## config.mk

```make
export PLATFORM = sky130hd
export DESIGN_NAME = store_buffer
export DESIGN_NICKNAME = d
export VERILOG_FILES = /design/src/rtl/store_buffer.sv
export SDC_FILE = /design/constraint.sdc
export NUM_CORES = 1
export LEC_CHECK = 0
export BUFFER_PORTS_ARGS = -buffer_cell sky130_fd_sc_hd__buf_2
export CORE_AREA = 2 2 201 203
export CTS_CLUSTER_DIAMETER = 30
export DETAILED_ROUTE_END_ITERATION = 6
export DIE_AREA = 0 0 203 205
export MAX_ROUTING_LAYER = met4
export PLACE_DENSITY = 0.52
export REMOVE_ABC_BUFFERS = 1
export SYNTH_ARGS = -nofsm -noshare
export SYNTH_HDL_FRONTEND = slang
export SYNTH_SLANG_ARGS = --single-unit
```

## constraint.sdc

```tcl
create_clock -name clk -period 8.6 [get_ports clk]
set_input_delay 0.43 -clock clk [delete_from_list [all_inputs] [get_ports clk]]
set_output_delay 0.43 -clock clk [all_outputs]
set_load 0.01 [all_outputs]
```

## src/rtl/store_buffer.sv

```systemverilog
// store_buffer: small circular FIFO of pending stores sitting in front of the
// single-ported data memory. Loads get the memory port first; buffered stores
// drain on any cycle the port is not carrying a load. Loads that hit a
// buffered word either forward a full word or stall while the buffer drains.
module store_buffer #(
  parameter int DEPTH      = 4,
  parameter int DM_ADDRESS = 9,
  parameter int DATA_W     = 32
) (
  input  logic                    clk,
  input  logic                    reset,
  input  logic                    MemRead,
  input  logic                    MemWrite,
  input  logic [DM_ADDRESS-1:0]   Address,
  input  logic [DATA_W-1:0]       WD,
  input  logic [2:0]              Funct3,
  input  logic                    Fence,
  output logic [DATA_W-1:0]       RD,
  output logic                    Stall,
  output logic                    dm_MemRead,
  output logic                    dm_MemWrite,
  output logic [DM_ADDRESS-1:0]   dm_Address,
  output logic [DATA_W-1:0]       dm_WD,
  output logic [2:0]              dm_Funct3,
  input  logic [DATA_W-1:0]       dm_RD,
  output logic [$clog2(DEPTH):0]  Occupancy
);

  localparam int PW = $clog2(DEPTH);
  localparam int CW = PW + 1;
  localparam logic [2:0] F3_WORD = 3'b010;

  typedef struct packed {
    logic [DM_ADDRESS-1:0] addr;
    logic [DATA_W-1:0]     data;
    logic [2:0]            funct3;
  } entry_t;

  entry_t [DEPTH-1:0] entries;
  logic   [DEPTH-1:0] valid;
  logic   [PW-1:0]    head, tail, young;
  logic   [CW-1:0]    count;
  logic   [DATA_W-1:0] rdHold;
  logic   [DEPTH-1:0] matchVec;

  logic isLoad, isStore, anyMatch, fwdOk, conflict, fenceStall, fullStall;
  logic loadIssue, forward, drain, enq;
  entry_t youngEnt, headEnt;

  // Word-address compare against every slot; invalid slots never match.
  for (genvar i = 0; i < DEPTH; i++) begin : g_match
    assign matchVec[i] = valid[i] &&
      (entries[i].addr[DM_ADDRESS-1:2] == Address[DM_ADDRESS-1:2]);
  end

  // Walk oldest to youngest so the last hit seen is the youngest matching store.
  always_comb begin
    anyMatch = 1'b0;
    young    = head;
    for (int k = 0; k < DEPTH; k++) begin
      if (CW'(k) < count && matchVec[head + PW'(k)]) begin
        anyMatch = 1'b1;
        young    = head + PW'(k);
      end
    end
  end

  assign youngEnt = entries[young];
  assign headEnt  = entries[head];

  // Reset masks every request so nothing reaches memory during the reset cycle.
  assign isLoad     = MemRead & ~reset;
  assign isStore    = MemWrite & ~MemRead & ~reset;
  assign fwdOk      = anyMatch && (youngEnt.funct3 == F3_WORD) &&
                      (Funct3 == F3_WORD) && (youngEnt.addr == Address);
  assign conflict   = isLoad & anyMatch & ~fwdOk;
  assign fenceStall = Fence & (count != '0) & ~reset;
  assign fullStall  = isStore & (count == CW'(DEPTH));
  assign Stall      = fullStall | conflict | fenceStall;

  assign loadIssue  = isLoad & ~anyMatch & ~fenceStall;
  assign forward    = isLoad & fwdOk & ~fenceStall;
  assign drain      = (count != '0) & ~loadIssue & ~reset;
  assign enq        = isStore & ~Stall;
  assign Occupancy  = count;

  // Memory port mux: a load owns the port, otherwise the head store drains.
  always_comb begin
    dm_MemRead  = 1'b0;
    dm_MemWrite = 1'b0;
    dm_Address  = '0;
    dm_WD       = '0;
    dm_Funct3   = '0;
    if (loadIssue) begin
      dm_MemRead = 1'b1;
      dm_Address = Address;
      dm_Funct3  = Funct3;
    end else if (drain) begin
      dm_MemWrite = 1'b1;
      dm_Address  = headEnt.addr;
      dm_WD       = headEnt.data;
      dm_Funct3   = headEnt.funct3;
    end
  end

  // Load result: memory or forwarded word, otherwise hold the last result.
  always_comb begin
    RD = rdHold;
    if (loadIssue)    RD = dm_RD;
    else if (forward) RD = youngEnt.data;
  end

  // Register the load result so RD holds through stalls and idle cycles.
  always_ff @(posedge clk) begin
    if (reset) rdHold <= '0;
    else       rdHold <= RD;
  end

  // FIFO state: tail enqueues, head pops; count tracks the difference.
  always_ff @(posedge clk) begin
    if (reset) begin
      head  <= '0;
      tail  <= '0;
      count <= '0;
      valid <= '0;
    end else begin
      if (enq) begin
        entries[tail] <= '{addr: Address, data: WD, funct3: Funct3};
        valid[tail]   <= 1'b1;
        tail          <= tail + PW'(1);
      end
      if (drain) begin
        valid[head] <= 1'b0;
        head        <= head + PW'(1);
      end
      case ({enq, drain})
        2'b10:   count <= count + CW'(1);
        2'b01:   count <= count - CW'(1);
        default: count <= count;
      endcase
    end
  end

endmodule

```

==> impl_summary.md, run 1 <==
Layout
In the final layout, the share of cells above drive strength 1 is 33.9%. The final layout contains 1173 nets. The cell area after layout is 0.0150 sq mm. The area growth from synthesis to layout is 28.1%. The number of fill cells in the layout is 3796.

STA
The highest clock frequency the design can meet is 0.159 GHz. The final critical path takes up 73.1% of the cycle. The final count of hold timing violations came to 0. After routing, the total negative slack on setup checks comes to 0 ns.

The max-slew violation total from the final report came to 0. Setup violations remaining at the end of the flow were counted as 0. Hold timing on the final database bottoms out at a slack of 0.0726 ns.

The worst-case clock skew is 0.0239 ns. The slew of the pin with the lowest slew margin is 1.11 ns. Measured against its own limit, the worst slew margin works out to 26.1%. The time the worst path needs with I/O delays and setup is 6.28 ns. Setup repair after global routing left no endpoint under its margin.

Critical path
The worst reg2reg path endpoint is rdHold[15]$_SDFF_PP0_. The required time of the critical path is 8.17 ns. Traced cell by cell, the critical path runs through inv_1, ha_1, and2_1, o22ai_1, nand3b_1, and3_2, buf_4, nor4_1, nor4_2, nand3b_1, buf_4, or3_1, a21o_1, buf_2. STA classifies the critical path startpoint as a register. The startpoint of the lowest-slack register-to-register path is head[1]$_SDFFE_PP0P_.

The type of the setup path with the least slack is reg -> out. The worst-path maximum fanout is 51. The worst setup path is captured at an output port. The arrival time of data at the critical path endpoint is 5.85 ns.

The cell count of the worst reg-to-reg path is 13. The slowest library cell on the worst path is sky130_fd_sc_hd__dfxtp_4. The worst-case register-to-register setup slack is 3.35 ns. The delay contributed by the slowest stage of the critical path is 1.01 ns.

Synthesis
The number of cells produced by synthesis is 915. The cell with the most instances after synthesis is sky130_fd_sc_hd__edfxtp_1. The most frequently used flop master after synthesis is sky130_fd_sc_hd__edfxtp_1.

Of the synthesized area, sequential elements account for 52.4%. The mapped cell area is 0.0117 sq mm. The count of state elements after synthesis is 219. sky130_fd_sc_hd__edfxtp_1 takes more of the synthesized area than any other cell. Yosys printed 0 warnings. After synthesis, the share of flip-flops with an asynchronous set or reset is 0%.

Ranked by instance count, the synthesized netlist is headed by sky130_fd_sc_hd__edfxtp_1, sky130_fd_sc_hd__nand2_1, sky130_fd_sc_hd__mux2i_1, sky130_fd_sc_hd__dfxtp_1, sky130_fd_sc_hd__mux4_2. Ranked by total cell area, the synthesized netlist is headed by sky130_fd_sc_hd__edfxtp_1, sky130_fd_sc_hd__mux2i_1, sky130_fd_sc_hd__mux4_2, sky130_fd_sc_hd__dfxtp_1, sky130_fd_sc_hd__a41oi_2. Synthesis instantiated 72 different standard cells from the library. The mean area per synthesized cell is 12.8 sq um. The top cell type's share of synthesized area is 45.0%. Yosys mapped a number of flops with a built-in enable equal to 176.

Routing
In the routed layout, each cell is associated on average with a via count of 5.12. The DRC violation total after the first TritonRoute iteration is 536. Dividing the detail-routed wire length by the instance count gives 21.4 um. The final routed DRC violation total is 0. Before antenna repair, the detailed router went through 5 iterations. Summed over all layers, the routed wires come to 35500 um. The routed layout has 8483 vias. Once detail routing completed, the nets flagged for antenna violations numbered 0.

GRT
The first global-routing pass estimated 52900 um of wire. The total global-route track usage is 17.5%. The initial antenna violation count is 7.

The maximum number of pins on one net before global-route repair is 64. The number of global-route vias before repair was 8721. For this run the aggregate overflow at the end of global routing stands at 0.

CTS
The number of setup buffers added after CTS is 0. The total clock buffers created by CTS is 57. The total of cells resized after clock tree synthesis is 0. Clock tree synthesis selected as its root buffer the cell sky130_fd_sc_hd__clkbuf_16. The clock tree synthesis step divided the H-tree into 2 levels. The clock reaches the later pin of the worst-skew pair after 0.57 ns. After clock tree synthesis, the clock-pin slew on the worst setup and hold paths is 0.05 ns. CTS saw 219 sinks. The clock tree buffer depth is 3. For this design, the CTS-stage hold fixing added 0 buffers. TritonCTS built the clock tree.

Floorplanning
163 I/O pins were placed. In this run the horizontal extent of the chip is 203 um. The initial core utilization is 29.8%. The die covers 0.0416 sq mm. The height of the die is 205 um. The floorplan has 73 rows. The floorplan step defined a core boundary enclosing 0.0394 sq mm.

Placed design
The placement-stage cell area is 0.0130 sq mm. The half-perimeter wire length after detailed placement is 22400 um. The routability congestion estimate is 0.780. The number of input and output port buffers inserted is 162.

Power
The fraction of power spent switching nets is 27.8%. The internal portion of the total power is 0.00298 W. Of the total power, the clock network draws 52.1%. Summed over all nets, the switching power comes to 0.00115 W. The maximum resistive drop on vdd is 0.000160 V. The part of the power in registers is 29.7%. The leakage power total is 5.97 nW. Power spread over the standard cell area amounts to 275 mW/mm^2. Of the total power, combinational logic draws 18.2%.

Flow run
The number of max-capacitance violations reported is 0.

Hold path
In this run the most critical hold path is launched from WD[0]. The worst hold path stage count is 1. The path type of the worst min-delay path is in -> reg. For hold timing, the worst endpoint is entries[135]$_DFFE_PP_.

Outcome
The run finished with clean final reports.
[metrics by stage]
step,utilization (%),cells,worst slack [ns],total power [W]
3_5_place_dp,33.1,1545,2.84,0.00201
2_1_floorplan,-,840,0.273,0.00174
3_3_place_gp,33.1,1545,2.95,0.00201
4_1_cts,38.1,1651,2.21,0.00418
5_1_grt,38.2,1658,1.87,0.00429
6_report,38.2,1658,2.32,0.00413
[routing by layer]
metal	global-route usage, %	up-vias	routed length [um]
met3	4.84	56	2380
met5	-	-	0
li1	-	3938	-
met2	27.5	275	16400
met1	21.7	4214	16000
met4	5.71	0	748
[sequential cells by signal (all words and copies together) (netlist names)]
signal / flops
Occupancy: 3
entries: 176
head: 2
rdHold: 32
tail: 2
valid: 4
[critical path, delay by kind of cell, from the launching register on]
kind / cells / cell delay (ns)
adder cells (fa/ha/maj): 1 / 0.44
flip-flops: 1 / 1.01
AO/OA/AOI/OAI: 2 / 0.35
buffers and inverters: 4 / 1.29
AND/OR/NAND/NOR: 7 / 2.16
[worst max path at each step]
stage | slack [ns] | end | start
after global placement | 2.95 | Stall | head[1]$_SDFFE_PP0P_
after CTS | 2.21 | Stall | head[1]$_SDFFE_PP0P_
after global routing | 1.87 | RD[31] | head[1]$_SDFFE_PP0P_
after detailed placement | 2.84 | Stall | head[1]$_SDFFE_PP0P_
after floorplan | 0.27 | RD[12] | head[1]$_SDFFE_PP0P_
final | 2.32 | Stall | head[1]$_SDFFE_PP0P_
[power by group through the flow]
stage / sequential (W) / clock, W / combinational [W]
6_report: 0.00123 / 0.00215 / 0.000753
5_1_grt: 0.00123 / 0.00224 / 0.000819
4_1_cts: 0.00123 / 0.00219 / 0.000767
3_5_place_dp: 0.00124 / 0 / 0.000763
3_3_place_gp: 0.00124 / 0 / 0.000761
2_1_floorplan: 0.00125 / 0 / 0.000490
[cell families (layout without fill, tap and decap cells)]
kind of cell    after synthesis  in the layout  synth area share [%]
flops                       219            219                  52.4
fa+ha+maj                    14             14                  1.47
other cells                   0              7                     0
mux                         140            140                  16.4
simple gates                229            229                  9.72
compound gates              196            196                  13.9
buf+inv                      85            296                  3.54
xor+xnor                     32             32                  2.58
[cells in the final DEF (no fill, tap or decap), drive strengths merged, types with 3 or more instances in the layout]
master	netlist	final
a21oi	40	40
xor2	9	9
a22oi	4	4
a211oi	11	11
a31oi	3	3
clkinv	0	24
nand3b	3	3
inv	10	12
nand4	7	7
dfxtp	43	43
edfxtp	176	176
clkbuf	40	62
nor2b	3	3
ha	13	13
nand2	117	117
bufinv	0	9
o21a	3	3
nand3	9	9
nor4	6	6
buf	35	180
or3	4	4
and3	3	3
diode	0	7
nor3	6	6
o311ai	31	31
a41oi	31	31
o21ai	42	42
nor2	19	19
mux4	42	42
xnor2	23	23
mux2i	97	97
nor3b	5	5
and2	39	39
a22o	11	11
clkinvlp	0	9
[area by class of cell]
cell class              instances  area [sq um]  share of cell area [%]
multi-input cells             611          5250                    34.9
inverters                      10          37.5                   0.250
well taps                     525           657                    4.37
clock inverters                44           492                    3.27
repair buffers                180           946                    6.29
flip-flops and latches        219          6150                    40.9
clock buffers                  62          1480                    9.82
diodes                          7          17.5                   0.117
No activity file was read; power rests on OpenSTA's default activity.
==> run 2, diff against run 1 <==
clock period = 6.5 ns   (was 8.6 ns; I/O delays follow)
==> run 2 against run 1 <==
Compared with the run above: final cell count up 2.1%; via count grew 0.58%; clock power is 31% higher; sequential power increased by 30%; wire length up 0.12%; register-to-register slack got worse by 1.6 ns; highest routed layer unchanged.
==> impl_summary.md, run 2 (same netlist as run 1, synthesis figures left out) <==
Routing
Using the TritonRoute via totals, the vias-per-cell ratio works out to 5.04. The DRC violation total after the first TritonRoute iteration is 583. In the routed design, unresolved DRC markers number 0. Dividing the detail-routed wire length by the instance count gives 21.0 um.

The first-pass detailed-route iteration total is 5. The detail route stage leaves a number of antenna-violating nets equal to 0. The total via count in the routed design is 8532.

Summed over all layers, the routed wires come to 35600 um.

Hold path
The path with the worst hold slack has its endpoint at entries[1]$_DFFE_PP_. The startpoint identified for the worst hold timing path is Funct3[1]. The tightest min-delay check is of the in -> reg type. The worst hold path stage count is 1.

Layout
In the layout the commonest cells are sky130_fd_sc_hd__edfxtp_1, sky130_fd_sc_hd__buf_2, sky130_fd_sc_hd__nand2_1. Cells fill 39.1% of the core in the end. The leading cell type in the layout, fill and taps excluded is sky130_fd_sc_hd__edfxtp_1. The fraction of layout cells with a size suffix above 1 is 32.7%.

The number of flip-flops in the largest register is 176. Compared with the post-synthesis result, the final layout area differs by 31.0%. Counting flops per register, the top entry is entries. The largest registers in the layout are entries (176), rdHold (32), valid (4). For this run, the post-layout net count is 1209.

CTS
The total clock buffers created by CTS is 59. In this run, post-CTS hold repair placed 33 buffers. CTS saw 219 sinks. Once the clock tree was built, the setup fixing pass inserted 0 buffers. The root cell of the clock tree is sky130_fd_sc_hd__clkbuf_16. The worst-skew pair later-pin latency is 0.59 ns. The clock-pin transition on the worst setup and hold timing paths is 0.05 ns. The clock tree buffer depth is 3. TritonCTS built the clock tree.

CTS built an H-tree with a depth of 2. The number of gates resized after CTS was 0.

Critical path
The worst-path maximum fanout is 23. The family with the most delay on the worst path is compound AO/OA/AOI/OAI gates. STA puts the critical path data required time at 6.17 ns.

Traced cell by cell, the critical path runs through inv_2, ha_1, nor2b_1, o21ai_1, a221oi_2, a211oi_1, nor4_1, nor4_2, nand3b_1, o311ai_0, nand2_1, buf_2. The setup check on the worst reg-to-reg path leaves a slack of 1.73 ns. The endpoint identified for the worst register-to-register timing path is rdHold[21]$_SDFF_PP0_. The startpoint of the lowest-slack register-to-register path is head[0]$_SDFFE_PP0P_.

The buffering stage count on the worst path with inverters included is 2. At the worst endpoint, the arrival time is 5.33 ns. The worst setup path is of the reg -> out kind. Measured in cells, the most critical reg-to-reg path has a length of 12. The type of element capturing the critical path is an output port. The slowest stage of the critical path belongs to the cell sky130_fd_sc_hd__nand3b_1. The largest single stage delay on the critical path is 0.95 ns. The type of element launching the critical path is a register.

STA
Setup violations remaining at the end of the flow were counted as 0. Summed over all failing endpoints, the final setup total negative slack is 0 ns. The slew of the pin with the lowest slew margin is 1.30 ns. Setup repair after global routing left no endpoint under its margin. The worst-case clock skew is 0.0199 ns. The final count of hold timing violations is 0.

Derived from the worst setup path, the maximum achievable clock frequency is 0.177 GHz. The share of the cycle needed by the critical path after routing is 87.1%. The max-slew violation total from the final report came to 0. The time the worst path needs with I/O delays and setup is 5.66 ns. The remaining max-slew budget at the tightest pin is 13.2%.

Floorplanning
The initial utilization of the core area, before any placement, comes to 29.8%. The area of the core is 0.0394 sq mm. In this run the horizontal extent of the chip is 203 um. The initialized floorplan defines 73 standard-cell rows. In this run the count of I/O pins placed on the die edge is 163.

The height of the die is 205 um. The total die area is 0.0416 sq mm.

GRT
The initial antenna violation count is 3. The first-pass GRT wire length is 53400 um. The total global-route track usage is 17.6%. The number of global-route vias before repair is 8786. The overall overflow remaining after global route is 0. The maximum number of pins on one net before global-route repair is 50.

Placed design
The half-perimeter wire length after detailed placement is 22900 um. The number of input and output port buffers inserted is 162. The routability congestion estimate is 0.783.

Power
The maximum resistive drop on vdd is 0.000220 V. The analysis attributes to cell leakage a power of 6.10 nW. The ratio of total power to cell area is 354 mW/mm^2.

Outcome
The run finished with clean final reports.

Flow run
The tool flagged a number of max-cap violations equal to 0.
run 2: changes by cell type in the layout (fill, tap and decap cells not counted), moves of 3 or more:
cell | previous run | this run
sky130_fd_sc_hd__clkinv_2 | 11 | 7
sky130_fd_sc_hd__clkinv_4 | 4 | 7
sky130_fd_sc_hd__clkbuf_1 | 3 | 8
sky130_fd_sc_hd__clkinvlp_4 | 9 | 12
sky130_fd_sc_hd__bufinv_16 | 9 | 6
sky130_fd_sc_hd__diode_2 | 7 | 4
sky130_fd_sc_hd__dlygate4sd3_1 | 0 | 33
run 2: area by class of cell:
| class | instances | area, sq um |
|---|---|---|
| fillers | 3797 | 24000 |
| flip-flops and latches | 219 | 6150 |
| multi-input cells | 611 | 5250 |
| clock buffers | 67 | 1510 |
| repair buffers | 214 | 1280 |
| well taps | 525 | 657 |
| clock inverters | 43 | 477 |
| inverters | 10 | 37.5 |
| diodes | 4 | 10.0 |
run 2: layer usage:
metal | wire length, um | global-route usage (%) | up-vias
met4 | 515 | 5.14 | 0
li1 | - | - | 3984
met5 | 0 | - | -
met2 | 17100 | 28.6 | 264
met1 | 16000 | 22.6 | 4246
met3 | 1930 | 3.13 | 38
run 2: worst max-delay path by stage:
| stage | startpoint | end | slack [ns] | cells past startpoint |
|---|---|---|---|---|
| 2_1_floorplan | head[1]$_SDFFE_PP0P_ | RD[12] | -1.72 | 11 |
| 3_3_place_gp | Address[7] | RD[16] | 1.33 | 14 |
| 3_5_place_dp | Address[7] | RD[16] | 1.37 | 14 |
| 4_1_cts | head[0]$_SDFFE_PP0P_ | RD[16] | 0.82 | 13 |
| 5_1_grt | head[0]$_SDFFE_PP0P_ | RD[2] | 0.41 | 13 |
| 6_report | head[0]$_SDFFE_PP0P_ | RD[12] | 0.84 | 12 |
run 2: where the power goes:
| group | switching, W | internal, W | total, W | leakage (nW) |
|---|---|---|---|---|
| combinational | 0.000610 | 0.000416 | 0.00103 | 3.24 |
| sequential | 0.0000418 | 0.00156 | 0.00160 | 1.94 |
| clock | 0.000904 | 0.00190 | 0.00281 | 0.924 |
| total | 0.00156 | 0.00388 | 0.00544 | 6.10 |
run 2: worst reg2reg max path, stage by stage, from the launching register on:
cell and delay, ns:
sky130_fd_sc_hd__dfxtp_4 0.51, sky130_fd_sc_hd__inv_2 0.23, sky130_fd_sc_hd__ha_1 0.40, sky130_fd_sc_hd__nor2b_1 0.19, sky130_fd_sc_hd__o21ai_1 0.13, sky130_fd_sc_hd__a221oi_2 0.65
sky130_fd_sc_hd__a211oi_1 0.14, sky130_fd_sc_hd__nor4_1 0.27, sky130_fd_sc_hd__nor4_2 0.10, sky130_fd_sc_hd__nand3b_1 0.95, sky130_fd_sc_hd__buf_4 0.56, sky130_fd_sc_hd__o311ai_1 0.38
sky130_fd_sc_hd__a21oi_1 0.12
run 2: per-stage QoR:
| stage | worst slack (ns) | total power [W] | cell area (sq um) | hold slack [ns] | std cells |
|---|---|---|---|---|---|
| final | 0.841 | 0.00544 | 15400 | 0.0242 | 1693 |
| after global routing | 0.407 | 0.00566 | 15400 | 0.0102 | 1692 |
| after CTS | 0.820 | 0.00550 | 15400 | 0.00647 | 1689 |
| after detailed placement | 1.37 | 0.00266 | 13100 | 0.501 | 1546 |
| after global placement | 1.33 | 0.00265 | 13100 | 0.487 | 1546 |
| after floorplan | -1.72 | 0.00230 | 11400 | 0.394 | 840 |
